**src/rtl/mux_scan_ctrl.sv**
```systemverilog
// mux_scan_ctrl: scan controller for a 4:1 mux plus one-hot digit enables.
// Cycles through the slots set in digit_mask, DIV clocks per slot, with the
// enables held off for the first BLANK_CYC clocks of each slot (ghosting gap).
//
// Ports:
//   clk        system clock, rising edge
//   rst_n      async active-low reset (release is re-timed by one clock)
//   en         scan enable; low returns to IDLE
//   digit_mask bit i = 1 -> slot i is scanned
//   hold       freezes counter, state and outputs (ignored in IDLE)
//   sel        mux select {s1,s0}
//   an         one-hot slot enable, polarity per AN_ACTIVE_LOW
//   blank      high when no enable is asserted
//   slot_tick  one-cycle pulse on the last cycle of each slot
module mux_scan_ctrl #(
  parameter int DIV           = 50000,
  parameter int BLANK_CYC     = 64,
  parameter int AN_ACTIVE_LOW = 1
) (
  input  logic       clk,
  input  logic       rst_n,
  input  logic       en,
  input  logic [3:0] digit_mask,
  input  logic       hold,
  output logic [1:0] sel,
  output logic [3:0] an,
  output logic       blank,
  output logic       slot_tick
);

  localparam logic [15:0] CNT_LAST   = 16'(DIV - 1);
  localparam logic [15:0] BLANK_LAST = (BLANK_CYC > 0) ? 16'(BLANK_CYC - 1) : 16'd0;
  localparam bit          NO_BLANK   = (BLANK_CYC == 0);
  localparam logic [3:0]  AN_OFF     = (AN_ACTIVE_LOW != 0) ? 4'hF : 4'h0;

  typedef enum logic [1:0] {IDLE, BLANK, SHOW} state_t;

  state_t      state, state_n;
  logic [15:0] cnt, cnt_n;
  logic [1:0]  sel_n;
  logic [3:0]  an_n;
  logic        blank_n, tick_n;
  logic        kill, kill_n;   // current slot lost its mask bit; stay dark to slot end
  logic        run_q;          // low for the first edge after reset release
  logic        show;
  logic        start;          // begin a new slot this edge
  logic [1:0]  start_sel;

  function automatic logic [1:0] lowest_slot(input logic [3:0] m);
    logic [1:0] r;
    r = 2'd0;
    for (int k = 3; k >= 0; k--)
      if (m[k]) r = 2'(k);
    return r;
  endfunction

  // Next set bit strictly after cur, wrapping; cur itself if it is the only one.
  function automatic logic [1:0] next_slot(input logic [3:0] m, input logic [1:0] cur);
    logic [1:0] r, idx;
    r = cur;
    for (int k = 3; k >= 1; k--) begin
      idx = cur + 2'(k);
      if (m[idx]) r = idx;
    end
    return r;
  endfunction

  function automatic logic [3:0] an_on(input logic [1:0] s);
    logic [3:0] oh;
    oh = 4'b0001 << s;
    return (AN_ACTIVE_LOW != 0) ? ~oh : oh;
  endfunction

  always_comb begin
    state_n   = state;
    cnt_n     = cnt;
    sel_n     = sel;
    kill_n    = kill;
    an_n      = an;
    blank_n   = blank;
    tick_n    = 1'b0;
    show      = 1'b0;
    start     = 1'b0;
    start_sel = 2'd0;

    if (!run_q || !en || digit_mask == 4'b0000) begin
      state_n = IDLE;
      cnt_n   = 16'd0;
      sel_n   = 2'd0;
      kill_n  = 1'b0;
      an_n    = AN_OFF;
      blank_n = 1'b1;
    end else if (state == IDLE) begin
      start     = 1'b1;
      start_sel = lowest_slot(digit_mask);
    end else if (hold) begin
      // everything frozen, tick suppressed
    end else if (cnt == CNT_LAST) begin
      start     = 1'b1;
      start_sel = next_slot(digit_mask, sel);
    end else begin
      cnt_n  = cnt + 16'd1;
      kill_n = kill | ~digit_mask[sel];
      if (state == BLANK && cnt == BLANK_LAST) state_n = SHOW;
      show    = (state_n == SHOW) && !kill_n;
      an_n    = show ? an_on(sel) : AN_OFF;
      blank_n = !show;
      tick_n  = (cnt_n == CNT_LAST);
    end

    // start_sel is always a set mask bit here, so no kill on slot entry
    if (start) begin
      cnt_n  = 16'd0;
      kill_n = 1'b0;
      sel_n  = start_sel;
      if (NO_BLANK) begin
        state_n = SHOW;
        an_n    = an_on(start_sel);
        blank_n = 1'b0;
      end else begin
        state_n = BLANK;
        an_n    = AN_OFF;
        blank_n = 1'b1;
      end
    end
  end

  always_ff @(posedge clk or negedge rst_n) begin
    if (!rst_n) begin
      run_q     <= 1'b0;
      state     <= IDLE;
      cnt       <= 16'd0;
      kill      <= 1'b0;
      sel       <= 2'd0;
      an        <= AN_OFF;
      blank     <= 1'b1;
      slot_tick <= 1'b0;
    end else begin
      run_q     <= 1'b1;
      state     <= state_n;
      cnt       <= cnt_n;
      kill      <= kill_n;
      sel       <= sel_n;
      an        <= an_n;
      blank     <= blank_n;
      slot_tick <= tick_n;
    end
  end

endmodule

```
**config.mk**
```make
export PLATFORM = sky130hd
export DESIGN_NAME = mux_scan_ctrl
export DESIGN_NICKNAME = d
export VERILOG_FILES = /design/src/rtl/mux_scan_ctrl.sv
export SDC_FILE = /design/constraint.sdc
export NUM_CORES = 1
export LEC_CHECK = 0
export CAP_MARGIN = 20
export CORE_MARGIN = 5
export CORE_UTILIZATION = 56
export CTS_CLUSTER_SIZE = 40
export DETAILED_ROUTE_END_ITERATION = 10
export GPL_TIMING_DRIVEN = 0
export PLACE_DENSITY = 0.77
export REMOVE_ABC_BUFFERS = 1
export SLEW_MARGIN = 30
export SYNTH_ARGS = -nofsm -noshare
export SYNTH_HDL_FRONTEND = slang
export SYNTH_SLANG_ARGS = --single-unit
```
**constraint.sdc**
```tcl
create_clock -name clk -period 2.9 [get_ports clk]
set_input_delay 0.29 -clock clk [delete_from_list [all_inputs] [get_ports clk]]
set_output_delay 0.29 -clock clk [all_outputs]
set_load 0.02 [all_outputs]
```
Word-level counts from Yosys, hierarchy flattened --
Cells that the tools add are included.
Cells by class: add/sub/neg operators 4, reductions and logical operators 13, multiplexer cells 60, bitwise logic cells 3, $lt $le $gt $ge 4, equality and inequality tests 9, shift-type cells 1
Operators by type and width (number):
- two-way mux 16 bit | 5
- two-way mux 2 bit | 23
- == test 16 bit (second input constant) | 2
- two-way mux 4 bit | 6
- two-way mux 1 bit | 22
- adder 16 x 1 -> 16 bit (second input constant) | 1
- == test 16 x 6 -> 1 bit (second input constant) | 1
- < comparator 2 x 3 -> 1 bit (second input constant) | 4
- binary-select mux 1 bit (select 2 bit) | 4
- != test 7 x 4 -> 1 bit (second input constant) | 1
- != test 3 bit (second input constant) | 2
- adder 2 bit (second input constant) | 2
- logical NOT 1 bit | 4
- logical NOT 4 bit | 1
- NOT 4 bit | 1
- left shift 1 x 2 -> 4 bit (first input constant) | 1
- != test 3 x 1 -> 1 bit (second input constant) | 1
- AND reduction 3 bit | 1
- adder 2 x 1 -> 2 bit (second input constant) | 1
- == test 2 x 1 -> 1 bit (second input constant) | 1
- == test 2 bit (second input constant) | 1
- logical AND 1 bit | 2
- logical NOT 2 bit | 1
- logical OR 1 bit | 2
- other kinds (4) | 4
Word-level totals: logic and storage cells 102, output and inout bits 8, bits in registers 28

Logic depth before layout (Yosys ltp) --
Gate-level depths: netlist (run 1).
depth after elaboration 15, mapped depth 7

Worst setup path before layout (run 1) --
No wires, ideal clock.
kind flip-flop to flip-flop, start register sel[0], end register sel[0], path slack 786 ps, buffers on the path 1, cell stages (with the launch flop) 8, arrival 2010 ps, period minus slack after synthesis 2114 ps, cells stage by stage dfrtp_1 buf_2 inv_1 ha_1 mux4_2 a211o_1 a311o_1 o41ai_2
Between the ends: longest elaborated chain between the ends 10, elaborated cells on any way between the ends 19, those cells by class 3 x add/sub; 1 x eq/ne; 14 x mux; 1 x reduce/logical
Ends and longest elaborated chain:
- start, declared | RTL line 25 | output logic [1:0] sel,
- start signal, assigned | RTL line 143 | sel <= sel_n;
- adder 2 bit | RTL line 62 | idx = cur + 2'(k);
- binary-select mux 1 bit (select 2 bit) | RTL line 63 | if (m[idx]) r = idx;
- two-way mux 1 bit (implied by the code) | RTL line 63
- two-way mux 2 bit (2 in series) | RTL line 63
- two-way mux 2 bit | RTL line 98 | end else if (cnt == CNT_LAST) begin
- two-way mux 2 bit | RTL line 96 | end else if (hold) begin
- two-way mux 2 bit | RTL line 93 | end else if (state == IDLE) begin
- two-way mux 2 bit | RTL line 86 | if (!run_q || !en || digit_mask == 4'b0000) begin
- two-way mux 2 bit | RTL line 112 | if (start) begin
Several ways; a longest one is shown, not always the timed one. The select of a mux whose other input is x is not followed. A chain may end at the register's enable or synchronous reset.

Worst setup path after layout (run 1) --
start input port digit_mask[1], end register cnt[13]
Between the ends: longest elaborated chain between the ends 5, elaborated cells on any way between the ends 9, those cells by class 3 x eq/ne; 3 x mux; 3 x reduce/logical
Ends and longest elaborated chain:
- start, declared | RTL line 23 | input logic [3:0] digit_mask,
- logical NOT 4 bit (*) | RTL line 86
- logical OR 1 bit (*) | RTL line 86
- two-way mux 1 bit | RTL line 86
- != test 3 bit (no line) / != test 3 x 1 -> 1 bit (equally long branches)
- AND reduction 3 bit (no line)
- end signal, assigned | RTL line 141 | cnt <= cnt_n;
- end, declared | RTL line 39 | logic [15:0] cnt, cnt_n;
Every way passes the cells marked *; elsewhere a longest branch is shown, timed or not.

==> results of run 1 <==
report_power, final:
part	switching (mW)	internal, mW	total, mW
registers	0.00480	0.394	0.398
clock network	0.121	0.0770	0.198
logic	0.0391	0.0282	0.0673
cell usage after synthesis (4+ instances only):
| library cell | count | area share (%) |
|---|---|---|
| nand2_1 | 20 | 3.9 |
| nor2_1 | 24 | 4.7 |
| inv_1 | 7 | 1.4 |
| o21ai_0 | 11 | 2.9 |
| nand3_1 | 8 | 2.1 |
| dfstp_2 | 5 | 6.8 |
| nor4_1 | 6 | 1.9 |
| dfrtp_1 | 23 | 30 |
| nand4_1 | 4 | 1.3 |
| ha_1 | 6 | 3.9 |
| a21oi_1 | 17 | 4.4 |
| clkbuf_1 | 4 | 0.78 |
| nand2b_1 | 4 | 1.3 |
| a31oi_1 | 12 | 3.9 |
| and3_1 | 5 | 1.6 |
| xnor2_1 | 4 | 1.8 |
worst max-delay path: cells and delay by family:
kind	cells	cell delay, ps
buffers and inverters	1	610
AOI/OAI and AO/OA	3	1080
and+or+nand+nor	2	670
area by class of cell:
| cell class | count | area share [%] |
|---|---|---|
| clock buffer | 4 | 1.71 |
| inverter | 7 | 1.24 |
| multi-input combinational | 176 | 53.8 |
| sequential | 28 | 33.3 |
| tap | 46 | 2.71 |
| timing repair buffer | 16 | 7.30 |
state kept, by name, indices dropped and copies added (netlist names):
name,flops
slot_tick,1
an,4
sel,2
blank,1
cnt,16
kill,1
state,2
run_q,1
cells by family after synthesis:
kind of cell	after synthesis
buffers and inverters	17
other	1
adders and majority gates	6
DFF	28
and+or+nand+nor	95
AOI/OAI and AO/OA	61
xor gates and xnor gates	7
muxes	6
metrics by stage:
step	instances	setup WS (ps)	utilization, %
after floorplan	211	790	-
after global placement	272	195	62.4
after detailed placement	272	208	62.3
after CTS	277	522	63.7
after global routing	277	251	63.7
final	277	510	63.7
worst max path at each step:
stage	from	endpoint
after detailed placement	digit_mask[1]	cnt[10]
after global routing	cnt[0]	an[2]
after global placement	digit_mask[1]	cnt[10]
after CTS	cnt[0]	an[2]
final	digit_mask[1]	cnt[13]
after floorplan	sel[0]	sel[0]
metal layers:
metal	wire (microns)	track usage, %	up-vias
met1	2020	27.4	812
met5	0	0	-
met3	161	3.40	7
li1	-	-	843
met4	42	4.47	0
met2	1870	30.9	34
timing repair:
item / in CTS / in global routing
hold buffers: 1 / 0
setup endpoints to repair: 0 / 0
hold endpoints to repair: 23 / 0
buffers inserted: 0 / 0
==> impl_metrics.py, run 1 <==
metrics = {
    "yosys": {
        "muxShareOfSynthArea_pct": 3.90,
        "yosysWarnings": 0,
        "synth_edf_count": 0,
        "synth_fa_ha_area_share_pct": 3.90,
        "synth.cell_area_sq_mm": 0.00193,
        "synth_seq_cells": 28,
        "ys_seq_area_share_pct": 36.7,
        "yosys.area_share.simple_pct": 26.4,
        "async_flop_share_pct": 100,
        "synthFlopType": "dfrtp_1",
        "synth_cell_type_count": 54,
        "synth_top_family_by_area": "simple AND/OR/NAND/NOR gates",
        "netlist_instances": 221,
        "avgSynthCellArea_sq_um": 8.71,
        "synth_compound_area_share_pct": 21.7,
        "synthXorXnorAreaFrac_pct": 3.18,
    },
    "setup_path": {
        "cp-end-kind": "flip-flop",
        "timing.rr.end": "an[2]",
        "required_ps": 3160,
        "path_cells": "clkdlybuf4s50_1 > or4_1 > or3b_4 > a211oi_4 > a41oi_1 > a31oi_1",
        "r2r_slack_ps": 530,
        "worst_ep_arrival_time_ps": 2650,
        "slowest_delay_ps": 670,
        "rr_worst_depth": 6,
        "crit_slowest_cell": "a211oi_4",
        "crit_type": "in2reg",
        "worst_r2r_startpoint": "cnt[0]",
        "worstSetupStartpointType": "input port",
        "cp_max_fo": 19,
    },
    "hold_path": {
        "worstHoldPathType": "in2async",
    },
    "timing": {
        "rsz0062_at_grt": "false",
        "slew-limit-headroom_pct": 51.0,
        "finalHoldViolations": 0,
        "skew_ps": 3.84,
        "setup-violations-final": 0,
        "finalSetupTns_ps": 0,
        "tightest_slew_ps": 733,
        "post-route-period-util_pct": 82.4,
        "fin_crit_ps": 2390,
        "max_freq_ghz": 0.418,
        "maxSlewViolCount": 0,
        "holdWs_ps": 489,
    },
    "power_and_ir_drop": {
        "power_uw": 664,
        "vdd_ir_drop_max_mv": 0.199,
        "powerDensity_mw_per_mm2": 313,
        "leakagePower_nw": 0.807,
    },
    "detailed_routing": {
        "routedWlPerCell_microns": 14.8,
        "vias": 1696,
        "via_per_inst": 6.12,
        "routed_wl_mm": 4.09,
        "remaining_drc_errors": 0,
        "drtPass1Iterations": 4,
        "final_antenna_net_count": 0,
        "drtIter0Drc": 127,
    },
    "global_route": {
        "grt_pass1_vias": 1466,
        "antenna_found_initial": 0,
        "grt_pass1_wl_mm": 6.90,
        "grt_usage_pct": 19.4,
        "overflow": 0,
        "grt_max_degree": 29,
    },
    "final_layout": {
        "final_common_cell": "nor2_1",
        "fillers": 297,
        "diodes": 0,
        "seq_area_sq_um": 707,
        "area_delta_synth_final_pct": 10.3,
        "multi_input_area_sq_mm": 0.00114,
        "final_cell_mix": "nor2_1 (24), dfrtp_1 (23), nand2_1 (20)",
        "final_area_sq_mm": 0.00212,
        "drive_gt1_share_pct": 8.66,
        "nets": 246,
    },
    "clocking": {
        "post_cts_resized": 0,
        "cts_inserted_buffers": 3,
        "cts.htree.levels": 1,
        "clock_latency_ps": 340,
        "cts_tree": "built",
        "cts_buffer_depth": 2,
        "cts.sinks": 28,
        "path_clk_slew_ps": 150,
        "cts_root_buf": "clkbuf_4",
    },
    "die": {
        "initial_core_util_pct": 57.7,
        "core_area_sq_mm": 0.00334,
        "die_w_microns": 68.6,
        "num_rows": 21,
        "pin_count": 16,
        "die_area_sq_mm": 0.00471,
        "die_y_microns": 68.6,
    },
    "placed_design": {
        "gp_congestion": 0.834,
        "dpl-instance-area_sq_mm": 0.00208,
        "place_hpwl_mm": 2.91,
        "port_buffers": 15,
    },
    "job": {
        "cap_violations": 0,
    },
    "run_status": {
        "status": "finished clean",
    },
}
(Power assumes the default switching activity.)
==> run 2: changes to the inputs <==
==> constraint.sdc (replaced) <==
create_clock -name clk -period 2.4 [get_ports clk]
set_input_delay 0.24 -clock clk [delete_from_list [all_inputs] [get_ports clk]]
set_output_delay 0.24 -clock clk [all_outputs]
set_load 0.02 [all_outputs]
==> run 2 against run 1 <==
Design area grew 1.4%. Via count is 0.88% higher. Sequential cell count stayed put. Cell count increased by 0.72%. Non-clock buffer count grew 2. Die area did not move. Clock power grew 21%. First-iteration DRC count decreased by 28%. Combinational power up 25%.
==> impl_metrics.py, run 2 (synthesis results as in run 1) <==
metrics = {
    "die": {
        "initial_core_util_pct": 57.7,
        "core_area_sq_mm": 0.00334,
        "die_y_microns": 68.6,
        "die_area_sq_mm": 0.00471,
        "die_w_microns": 68.6,
        "num_rows": 21,
        "pin_count": 16,
    },
    "clocking": {
        "cts_inserted_buffers": 3,
        "cts_tree": "built",
        "clock_latency_ps": 330,
        "cts_buffer_depth": 2,
        "cts.sinks": 28,
        "path_clk_slew_ps": 160,
        "cts.htree.levels": 1,
        "cts_root_buf": "clkbuf_4",
    },
    "detailed_routing": {
        "routedWlPerCell_microns": 15.0,
        "met2_length_mm": 1.95,
        "remaining_drc_errors": 0,
        "drtPass1Iterations": 4,
        "drtIter0Drc": 92,
        "vias": 1711,
        "drt-met1-wl_mm": 2.08,
        "final_antenna_net_count": 0,
        "routed.top_layer": "met4",
        "via_per_inst": 6.13,
        "routed-wl-met3_microns": 139,
        "routed_wl_mm": 4.19,
    },
    "final_layout": {
        "final_area_sq_mm": 0.00215,
        "drive_gt1_share_pct": 9.87,
        "nets": 248,
        "largest_reg_flops": 16,
        "fillers": 290,
        "final_cell_mix": "nor2_1 (23), dfrtp_1 (23), nand2_1 (20)",
        "top_regs": "cnt: 16 flops, an: 4 flops",
        "diodes": 0,
        "area_delta_synth_final_pct": 11.9,
        "regMostFlops": "cnt",
        "stdcell_count": 279,
    },
    "global_route": {
        "grt_max_degree": 29,
        "grt_pass1_vias": 1466,
        "antenna_found_initial": 0,
        "grt_pass1_wl_mm": 6.90,
        "overflow": 0,
        "grt_usage_pct": 19.4,
    },
    "setup_path": {
        "slowest_delay_ps": 690,
        "cp_max_fo": 12,
        "worstSetupStartpointType": "flip-flop",
        "worst-path-stages": 6,
        "critPathTopFamily": "flip-flops",
        "r2r_slack_ps": 140,
        "crit_slowest_cell": "dfrtp_1",
        "crit_type": "reg2reg",
        "worst_ep_arrival_time_ps": 2510,
        "required_ps": 2650,
        "path_cells": "inv_1 > ha_1 > mux4_2 > a211o_1 > a311o_1 > o41ai_2",
        "path_buf_inv": 1,
        "rr_worst_depth": 6,
        "cp-end-kind": "flip-flop",
    },
    "timing": {
        "fin_crit_ps": 2260,
        "finalSetupTns_ps": 0,
        "max_freq_ghz": 0.442,
        "finalHoldViolations": 0,
        "finalWorstSetupSlack_ps": 140,
        "setup-violations-final": 0,
        "post-route-period-util_pct": 94.2,
        "skew_ps": 3.94,
        "slew-limit-headroom_pct": 57.0,
        "rsz0062_at_grt": "false",
        "tightest_slew_ps": 644,
        "maxSlewViolCount": 0,
    },
    "placed_design": {
        "place_hpwl_mm": 2.91,
        "port_buffers": 15,
        "placed_cells": 272,
        "pre_cts_slack_ps": -242,
        "dpl-instance-area_sq_mm": 0.00208,
        "gp_congestion": 0.834,
    },
    "power_and_ir_drop": {
        "p_sw_uw": 201,
        "p_int_uw": 604,
        "swShare_pct": 25.0,
        "vdd_ir_drop_max_mv": 0.242,
        "combPwrFrac_pct": 10.4,
        "clkPwrFrac_pct": 29.7,
        "powerDensity_mw_per_mm2": 373,
        "leakagePower_nw": 0.818,
        "power_frac_seq_pct": 59.9,
    },
    "run_status": {
        "status": "finished clean",
    },
    "hold_path": {
        "worstHoldPathType": "in2async",
    },
    "job": {
        "cap_violations": 0,
    },
}
## run 2: cell types whose count changed in the layout (fill, tap and decap cells not counted), sizes merged
cell / delta
buf: +2
## run 2: layer usage
metal	vias to the layer above	GRT usage [%]
met5	-	0
met4	0	4.47
met3	2	3.40
met2	33	30.9
met1	827	27.4
li1	849	-
## run 2: through the flow
| stage | util, % | hold slack, ps | total power, mW |
|---|---|---|---|
| 2_1_floorplan | - | -55.6 | 0.532 |
| 3_3_place_gp | 62.4 | 490 | 0.570 |
| 3_5_place_dp | 62.3 | 296 | 0.570 |
| 4_1_cts | 63.7 | 440 | 0.811 |
| 5_1_grt | 64.6 | 497 | 0.836 |
| 6_report | 64.6 | 444 | 0.804 |
## run 2: worst paths after layout
check / startpoint / end
setup reg to reg: sel[0] / sel[0]
setup / recovery: sel[0] / sel[0]
hold reg to reg: blank / blank
min in group clk: blank / blank
hold / removal: rst_n / cnt[9]
max in group asynchronous: rst_n / cnt[10]
## run 2: power by group through the flow
stage                     sequential (mW)  clock [mW]  combinational (mW)
after floorplan                     0.490           0              0.0421
after global placement              0.490           0              0.0806
after detailed placement            0.490           0              0.0804
after CTS                           0.481       0.248              0.0820
after global routing                0.482       0.260              0.0933
final                               0.482       0.239              0.0840
## run 2: timing repair
| action | CTS | global route |
|---|---|---|
| hold buffers | 1 | 0 |
| gates resized for setup | 0 | 2 |
| endpoints found under the setup margin | 0 | 11 |
| hold endpoints to repair | 23 | 0 |
| setup buffers | 0 | 2 |
## run 2: cell type report
class / count / area (sq um) / area share, %
Inverter: 7 / 26.3 / 1.22
Multi-Input combinational cell: 176 / 1160 / 53.7
Sequential cell: 28 / 707 / 32.8
Timing Repair Buffer: 18 / 170 / 7.90
Clock buffer: 4 / 36.3 / 1.68
Tap cell: 46 / 57.6 / 2.67
